==> src/rtl/div_sequencer.sv <==
// div_sequencer: multi-cycle RV32M divide/remainder controller (DIV, DIVU, REM, REMU).
// A restoring divider runs one quotient bit per clock for 32 iterations. The RISC-V
// divide-by-zero and signed-overflow results are produced early, without iterating.
//
// Ports:
//   CLK       sole clock, rising edge
//   RESET     asynchronous active-low reset
//   START     request valid, sampled only while idle
//   FUNCT3    100 DIV, 101 DIVU, 110 REM, 111 REMU (bit 2 low: request ignored)
//   OPERAND1  dividend (rs1), captured on the accept edge
//   OPERAND2  divisor (rs2), captured on the accept edge
//   FLUSH     synchronous abort of the current or requested operation
//   BUSY      high while an operation is in flight
//   DONE      one-cycle pulse marking RESULT valid
//   RESULT    quotient or remainder, held until the next DONE
module div_sequencer (
  input  logic        CLK,
  input  logic        RESET,
  input  logic        START,
  input  logic [2:0]  FUNCT3,
  input  logic [31:0] OPERAND1,
  input  logic [31:0] OPERAND2,
  input  logic        FLUSH,
  output logic        BUSY,
  output logic        DONE,
  output logic [31:0] RESULT
);

  localparam int DATA_W = 32;

  typedef enum logic [1:0] {IDLE, CALC, FIX} state_t;

  state_t              state;
  logic [5:0]          cnt;
  logic [DATA_W:0]     r;          // partial remainder, one guard bit for the compare
  logic [DATA_W-1:0]   q;          // shifts the dividend out and the quotient in
  logic [DATA_W-1:0]   dvs;        // divisor magnitude
  logic [DATA_W-1:0]   spec_res;   // precomputed special-case result
  logic                op_signed;
  logic                op_rem;
  logic                dvd_sign;
  logic                quo_sign;
  logic                special;

  function automatic logic [DATA_W-1:0] neg2c(input logic [DATA_W-1:0] x);
    return ~x + {{(DATA_W-1){1'b0}}, 1'b1};
  endfunction

  // Magnitude of a signed operand; 0x80000000 maps to itself, read as unsigned.
  function automatic logic [DATA_W-1:0] mag(input logic signed [DATA_W-1:0] x,
                                            input logic sgn);
    return (sgn && x < 0) ? neg2c(x) : x;
  endfunction

  logic signed [DATA_W-1:0] op1_s;
  logic signed [DATA_W-1:0] op2_s;
  logic                     acc_signed;
  logic                     acc_rem;
  logic                     div_zero;
  logic                     ovf;
  logic [DATA_W-1:0]        acc_spec;
  logic [DATA_W:0]          t;
  logic [DATA_W:0]          diff;
  logic                     ge;
  logic [DATA_W-1:0]        fix_raw;
  logic                     fix_neg;
  logic [DATA_W-1:0]        fix_res;

  always_comb begin
    op1_s      = OPERAND1;
    op2_s      = OPERAND2;
    acc_signed = ~FUNCT3[0];
    acc_rem    = FUNCT3[1];
    div_zero   = (OPERAND2 == '0);
    ovf        = acc_signed && (OPERAND1 == 32'h8000_0000) && (OPERAND2 == 32'hFFFF_FFFF);
    if (div_zero)
      acc_spec = acc_rem ? OPERAND1 : 32'hFFFF_FFFF;
    else
      acc_spec = acc_rem ? 32'h0000_0000 : 32'h8000_0000;

    // One restoring step: shift the next dividend bit into the remainder, try to subtract.
    t    = {r[DATA_W-1:0], q[DATA_W-1]};
    diff = t - {1'b0, dvs};
    ge   = (t >= {1'b0, dvs});

    // Quotient takes the XOR of the operand signs; remainder follows the dividend.
    fix_raw = op_rem ? r[DATA_W-1:0] : q;
    fix_neg = op_signed && (op_rem ? dvd_sign : quo_sign);
    fix_res = special ? spec_res : (fix_neg ? neg2c(fix_raw) : fix_raw);
  end

  assign BUSY = (state != IDLE);

  always_ff @(posedge CLK or negedge RESET) begin
    if (!RESET) begin
      state     <= IDLE;
      cnt       <= '0;
      r         <= '0;
      q         <= '0;
      dvs       <= '0;
      spec_res  <= '0;
      op_signed <= 1'b0;
      op_rem    <= 1'b0;
      dvd_sign  <= 1'b0;
      quo_sign  <= 1'b0;
      special   <= 1'b0;
      DONE      <= 1'b0;
      RESULT    <= '0;
    end else begin
      DONE <= 1'b0;
      // FLUSH wins over everything, including a FIX exit and a new START.
      if (FLUSH) begin
        state <= IDLE;
      end else begin
        case (state)
          IDLE: begin
            if (START && FUNCT3[2]) begin
              op_signed <= acc_signed;
              op_rem    <= acc_rem;
              dvd_sign  <= acc_signed & OPERAND1[DATA_W-1];
              quo_sign  <= acc_signed & (OPERAND1[DATA_W-1] ^ OPERAND2[DATA_W-1]);
              q         <= mag(op1_s, acc_signed);
              dvs       <= mag(op2_s, acc_signed);
              cnt       <= '0;
              r         <= '0;
              special   <= div_zero | ovf;
              spec_res  <= acc_spec;
              state     <= (div_zero | ovf) ? FIX : CALC;
            end
          end
          CALC: begin
            r   <= ge ? diff : t;
            q   <= {q[DATA_W-2:0], ge};
            cnt <= cnt + 6'd1;
            if (cnt == 6'd31)
              state <= FIX;
          end
          FIX: begin
            RESULT <= fix_res;
            DONE   <= 1'b1;
            state  <= IDLE;
          end
          default: state <= IDLE;
        endcase
      end
    end
  end

endmodule

==> config.mk <==
export PLATFORM = sky130hd
export DESIGN_NAME = div_sequencer
export DESIGN_NICKNAME = d
export VERILOG_FILES = /design/src/rtl/div_sequencer.sv
export SDC_FILE = /design/constraint.sdc
export NUM_CORES = 1
export LEC_CHECK = 0
export ABC_AREA = 1
export CORE_ASPECT_RATIO = 1.5
export CORE_MARGIN = 1.5
export CORE_UTILIZATION = 62
export CTS_BUF_LIST = sky130_fd_sc_hd__clkbuf_4
export DETAILED_ROUTE_END_ITERATION = 16
export GPL_ROUTABILITY_DRIVEN = 0
export HOLD_SLACK_MARGIN = 0.02
export PLACE_DENSITY_LB_ADDON = 0.15
export SYNTH_ARGS = -nofsm -noshare
export SYNTH_HDL_FRONTEND = slang
export SYNTH_SLANG_ARGS = --single-unit
==> constraint.sdc <==
create_clock -name CLK -period 2.8 [get_ports CLK]
set_input_delay 0.84 -clock CLK [delete_from_list [all_inputs] [get_ports CLK]]
set_output_delay 0.84 -clock CLK [all_outputs]
set_load 0.03 [all_outputs]
==> results of run 1 <==
==> where the power goes <==
group          total (W)  internal [W]  switching (W)
clock network    0.00156      0.000572       0.000983
registers        0.00327       0.00292       0.000349
logic            0.00397       0.00135        0.00262
total            0.00880       0.00484        0.00396
==> flip-flops by register name, summed over array words and instances (netlist names), 2 cells and up <==
signal    count
r            32
q            32
dvs          32
state         2
spec_res     32
cnt           6
RESULT       32
==> cells in the final DEF, fill, tap and decap left out, types with 72 or more instances in the layout <==
cell / instances
a21oi_1: 84
buf_4: 72
clkdlybuf4s50_1: 102
dfrtp_1: 173
inv_1: 311
nand2_1: 767
nand3_1: 172
nor2_1: 202
o21ai_0: 138
==> per-stage QoR <==
stage	utilization, %	area, um^2	setup TNS (ps)
2_1_floorplan	-	13800	0
3_3_place_gp	71.1	15500	0
3_5_place_dp	71.1	15500	-752
4_1_cts	72.4	15800	0
5_1_grt	72.5	15800	0
6_report	72.5	15800	0
==> timing repair <==
action | CTS | global route
endpoints found under the hold margin | 0 | 0
hold buffers | 0 | 0
endpoints found under the setup margin | 1 | 0
resized for setup | 1 | 0
==> cell families (layout without fill, tap and decap cells) <==
kind of cell,after synthesis,after routing
simple gates,1247,1247
buf+inv,401,537
xor+xnor,51,51
flops,174,174
fa+ha+maj,38,38
compound gates,318,318
other cells,0,1
==> metal layers <==
metal | wire length, um | track usage (%)
met1 | 16500 | 44.8
met2 | 22500 | 71.1
met3 | 3580 | 5.75
met4 | 5230 | 38.9
met5 | 0 | 0
==> worst max-delay path, stage by stage (launching register included) <==
cell and delay (ps):
dfrtp_1 520, nor2_1 70, inv_1 120, dlygate4sd2_1 420
==> area by class of cell <==
| cell class | instances | area, um^2 | share of cell area, % |
|---|---|---|---|
| clock inverter | 13 | 155 | 0.982 |
| inverter | 321 | 1200 | 7.63 |
| timing repair buffer | 184 | 1740 | 11.0 |
| sequential | 174 | 4360 | 27.6 |
| tap | 272 | 340 | 2.15 |
| multi-input combinational | 1654 | 7850 | 49.7 |
| antenna | 1 | 2.50 | 0.0158 |
| clock buffer | 19 | 143 | 0.903 |
==> worst max-delay path by stage <==
| stage | end | startpoint |
|---|---|---|
| after floorplan | state[0]$_DFFE_PN0P_ | OPERAND2[0] |
| after global placement | state[0]$_DFFE_PN0P_ | OPERAND2[0] |
| after detailed placement | special$_DFFE_PN0P_ | OPERAND1[1] |
| after CTS | BUSY | state[0]$_DFFE_PN0P_ |
| after global routing | RESULT[31]$_DFFE_PN0P_ | op_rem$_DFFE_PN0P_ |
| final | BUSY | state[0]$_DFFE_PN0P_ |
==> results by group, run 1 <==
Clock network
  • Post-CTS repair timing setup buffer count: 0
  • Number of buffers on the longest clock path: 2
  • TritonCTS buffer count: 17
  • Cell at the root of the clock tree: clkbuf_4
  • Clk_lat worst skew: slightly above 600 ps
  • Clock tree from TritonCTS: yes
  • H-tree levels: 4
  • Clock-pin slew on the worst setup and hold paths: between 150 and 200 ps
  • Number of sinks driven by the clock tree: 174

Cells and area
  • Fillers: 1945
  • Share of post-route cells with drive strength above 1: around 6.5%
  • Fin cells: around 2.6k
  • Net count, final: about 2.5k
  • Area added between synthesis and finish: 14.4%

Run status
  • Result of the run: finished, final reports clean

Placement
  • Dpl ws: -112 ps
  • Placed wire-length estimate: 37.6 mm
  • # port buffers: 104
  • Placed insts: roughly 2.6k

Synth
  • Mean instance size in the synthesized netlist: 6.19 um^2
  • Dominant cell by count in the synthesized netlist: nand2_1
  • Area share of the leading cell type in the synthesized netlist: roughly a third
  • Number of flip-flops and latches in the synthesized netlist: about 170
  • Synthesized area: 13800 um^2
  • Nets in the synthesized netlist: 2338
  • Cell count after synthesis: roughly 2.2k
  • Number of enable-type register cells in the synthesized netlist: 0
  • Share of synthesized area occupied by flip-flops and latches: 31.5%
  • Proportion of synthesized area in mux cells: 0%
  • Main area contributors after synthesis: dfrtp_1 (32%), nand2_1 (21%), inv_1 (8.5%), nand3_1 (6.2%), nor2_1 (5.5%)
  • Unique cell type count in the Yosys netlist: 41
  • Leading cell types by count after synthesis: nand2_1 (767), inv_1 (311), nor2_1 (203)
  • Adder and majority cell fraction of the synthesized area: under 10%
  • Yosys top cell by area: dfrtp_1
  • Count of warnings emitted by yosys: 0
  • Simple-Gate Fraction of Synth Area: ~38%
  • XOR/XNOR Fraction of Synth Area: under 10%
  • Combinational family with the most area after synthesis: simple AND/OR/NAND/NOR gates
  • Post-synth top flop: dfrtp_1
  • Compound-cell area share of the yosys netlist: 12.4%
  • Fraction of registers with async set or reset after synthesis: 100%

Worst setup path
  • Category of the worst setup path launch point: flip-flop
  • Data required time of the worst path: 1960 ps
  • Start of the worst register-to-register path: r[17]$_DFFE_PN0P_
  • Data arrival time of the critical path: ~1800 ps
  • Critical path class: flip-flop to primary output
  • FF-to-FF path depth: 12
  • Crit path capture type: primary output
  • Biggest fanout along the worst timing path: 5
  • Endpoint of the most critical register-to-register path: r[18]$_DFFE_PN0P_
  • Flop-to-flop setup slack: 270 ps

Drt
  • Average detailed-routed wire length per instance: 18.1 um
  • Total via count in the routed design: between 15k and 20k
  • Post-detailed-route via-to-cell ratio: approximately 5.8
  • Routed wire length: around 48 mm
  • Final routed DRC violation total: 0
  • Initial DRC Count: ~1.6k
  • Router iterations before antenna repair: 7
  • Final ANT Viol Nets: 0

Power
  • Total power density per cell area: about 560 nW/um^2
  • Static leakage: ~8.4 nW
  • Maximum ir drop on the vdd rail: around 500 uV
  • Total Power Consumption: ~0.0088 W

Global route
  • Global-route wire length before repair: ~75 mm
  • Number of global-route vias before repair: approximately 15k
  • Initial antenna violation count: 1
  • Maximum number of pins on one net before global-route repair: 77
  • Global route overflow: 0
  • Overall routing resource usage: about two fifths

Floorplan
  • Initial cell density of the core: 63.3%
  • Floorplan Core Area: roughly 22000 um^2
  • Top-Level Pins: between 100 and 150
  • Area of the die: around 23000 um^2
  • Std cell rows: 66
  • Die Height: between 150 and 200 um
  • Die width: approximately 120 um

Timing
  • Remaining max-slew budget at the tightest pin: about two fifths
  • Setup Skew: just over 30 ps
  • Minimum hold slack: roughly 130 ps
  • Final critical delay including setup and external delays: between 2000 and 3000 ps
  • Max Freq: roughly 0.39 GHz
  • Final period util: around 90%
  • Final Worst Setup Slack: ~210 ps
  • Final setup vio count: 0
  • Unrepaired setup endpoints after global routing: false
  • Final Hold Fails: 0
  • Slew @ Worst Pin: 903 ps
  • Number of slew-limit violations in the final report: 0

Min path
  • Worst hold path type: input pin to async pin

Job
  • Max-cap violations: 0
Power figures use the tool's default switching activity.
==> run 2, diff against run 1 <==
Settings changed: CELL_PAD_IN_SITES_DETAIL_PLACEMENT from default to 1, CELL_PAD_IN_SITES_GLOBAL_PLACEMENT from default to 1, CORE_UTILIZATION 62 to 43, TNS_END_PERCENT from default to 1.
==> run 2 against run 1 <==
Hold slack better by 360 ps. First-iteration DRC count down 46%. Flip-flop and latch count unchanged. Non-clock buffer count up 23. Maximum frequency down 1.2%. Critical path type unchanged. Largest cell class unchanged.
==> results by group, run 2 (synthesis results as in run 1) <==
Run status
  • Result of the run: finished, final reports clean (unchanged)

Timing
  • Max Freq: 0.382 GHz (was 0.386 GHz)
  • Final Hold Fails: 0 (unchanged)
  • Final critical delay including setup and external delays: 2620 ps (was 2590 ps)
  • Total negative slack for setup checks: 0 ps (unchanged)
  • Final period util: 93.5% (was 92.4%)
  • Final Worst Setup Slack: 182 ps (was 212 ps)
  • Slew @ Worst Pin: 778 ps (was 903 ps)
  • Setup Skew: 26.0 ps (was 30.5 ps)
  • Unrepaired setup endpoints after global routing: false (unchanged)
  • Final setup vio count: 0 (unchanged)
  • Remaining max-slew budget at the tightest pin: 48.1% (was 39.7%)
  • Number of slew-limit violations in the final report: 0 (unchanged)

Drt
  • Initial DRC Count: 874 (was 1628)
  • Final ANT Viol Nets: 0 (unchanged)
  • Total via count in the routed design: 15.4k (about the same)
  • Routed wire length: 57.7 mm (was 47.8 mm)
  • Final routed DRC violation total: 0 (unchanged)
  • Post-detailed-route via-to-cell ratio: 5.51 (was 5.85)
  • Average detailed-routed wire length per instance: 20.6 um (was 18.1 um)
  • Router iterations before antenna repair: 5 (was 7)

Cells and area
  • Fillers: 4422 (was 1945)
  • Most frequent cells in the layout: nand2_1 (767), inv_1 (311), nor2_1 (202) (unchanged)
  • Area added between synthesis and finish: 17.5% (was 14.4%)
  • Leading cell type in the layout, fill and taps excluded: nand2_1 (unchanged)
  • Share of post-route cells with drive strength above 1: 7.41% (was 6.47%)
  • Net count, final: 2484 (was 2461)

Floorplan
  • Top-Level Pins: 105 (unchanged)
  • Die width: 149 um (was 125 um)
  • Initial cell density of the core: 43.5% (was 63.3%)
  • Die Height: 222 um (was 186 um)
  • Std cell rows: 80 (was 66)
  • Floorplan Core Area: 31700 um^2 (was 21800 um^2)
  • Area of the die: 33200 um^2 (was 23200 um^2)

Worst setup path
  • Biggest fanout along the worst timing path: 2 (was 5)
  • Endpoint of the most critical register-to-register path: r[18]$_DFFE_PN0P_ (unchanged)
  • Crit path cell chain: clkdlybuf4s50_1 (was nor2_1, inv_1, dlygate4sd2_1)
  • Data arrival time of the critical path: 1780 ps (was 1750 ps)
  • Critical path class: flip-flop to primary output (unchanged)
  • Crit path buffers/inverters: 1 (was 2)
  • Cell family with the largest share of critical-path delay: buffers and inverters (unchanged)
  • Peak per-stage delay on the critical path: 700 ps (was 520 ps)
  • Standard cell with the maximum stage delay on the critical path: clkdlybuf4s50_1 (was dfrtp_1)
  • Crit path capture type: primary output (unchanged)
  • Flop-to-flop setup slack: 190 ps (was 270 ps)
  • Category of the worst setup path launch point: flip-flop (unchanged)
  • Data required time of the worst path: 1960 ps (about the same)
  • FF-to-FF path depth: 13 (was 12)
  • Start of the worst register-to-register path: dvs[6]$_DFFE_PN0P_ (was r[17]$_DFFE_PN0P_)

Clock network
  • Cell at the root of the clock tree: clkbuf_4 (unchanged)
  • Clock tree from TritonCTS: yes (unchanged)
  • H-tree levels: 4 (unchanged)
  • Number of buffers on the longest clock path: 2 (unchanged)
  • Clk_lat worst skew: 680 ps (was 620 ps)
  • TritonCTS buffer count: 17 (unchanged)
  • Number of sinks driven by the clock tree: 174 (unchanged)
  • Clock-pin slew on the worst setup and hold paths: 180 ps (was 160 ps)

Placement
  • Dpl ws: -166 ps (was -112 ps)
  • # port buffers: 104 (unchanged)
  • Placed wire-length estimate: 46.8 mm (was 37.6 mm)

Global route
  • Global route overflow: 0 (unchanged)
  • Number of global-route vias before repair: 16.4k (was 14.7k)
  • Global-route wire length before repair: 89.6 mm (was 75.0 mm)
  • Overall routing resource usage: 35.8% (was 41.7%)
  • Initial antenna violation count: 1 (unchanged)
  • Maximum number of pins on one net before global-route repair: 69 (was 77)

Min path
  • Worst hold path type: flip-flop to flip-flop (was input pin to async pin)
  • Worst hold path cell count: 1
  • Worst Hold End: cnt[5]$_DFFE_PN0P_
  • Worst hold path startpoint: cnt[5]$_DFFE_PN0P_

Power
  • Total power density per cell area: 562 nW/um^2 (was 557 nW/um^2)
  • Maximum ir drop on the vdd rail: 523 uV (was 513 uV)
  • Static leakage: 8.52 nW (was 8.40 nW)

Job
  • Max-cap violations: 0 (unchanged)
[run 2: layout make-up]
type	instances	area [um^2]	share of cell area (%)
Antenna cell	2	5.00	0.0308
Multi-Input combinational cell	1654	7870	48.5
Tap cell	410	513	3.16
Clock inverter	14	173	1.06
Clock buffer	18	135	0.833
Inverter	321	1200	7.43
Timing Repair Buffer	207	1970	12.1
Sequential cell	174	4360	26.8
[run 2: metal layers]
metal	share of wire [%]	track usage, %	wire [um]
met5	0	0	0
met4	10	31.8	5950
met3	3.3	3.63	1870
met2	49	62.4	28500
met1	37	37.7	21300
[run 2: per-stage QoR]
stage	power, W	instances	util (%)	instance area, um^2	hold WS, ps
after floorplan	0.00570	2229	-	13800	434
after global placement	0.00731	2765	50.1	15900	449
after detailed placement	0.00743	2765	50.1	15900	467
after CTS	0.00911	2798	51.1	16200	490
after global routing	0.00965	2799	51.1	16200	521
final	0.00912	2800	51.1	16200	489
[run 2: report_power, final]
group	switching, W	total, W	internal, W	leakage, nW
clock	0.00109	0.00167	0.000576	0.156
sequential	0.000368	0.00329	0.00292	2.29
combinational	0.00277	0.00416	0.00139	6.08
total	0.00423	0.00912	0.00489	8.52
[run 2: worst max path at each step]
stage,startpoint,to,slack [ps],cells after the start
floorplan,OPERAND2[0],state[0]$_DFFE_PN0P_,510,12
global placement,OPERAND1[0],q[22]$_DFFE_PN0P_,-60,14
detailed placement,OPERAND1[0],q[26]$_DFFE_PN0P_,-170,14
CTS,RESULT[15]$_DFFE_PN0P_,RESULT[15],150,1
global route,dvs[7]$_DFFE_PN0P_,r[18]$_DFFE_PN0P_,40,13
finish,RESULT[15]$_DFFE_PN0P_,RESULT[15],180,1
[run 2: repair_timing]
action	CTS	global route
gates cloned	0	0
setup endpoints to repair	1	12
gates resized for setup	1	4
hold buffers	1	0
buffers inserted	0	0
hold endpoints to repair	10	0
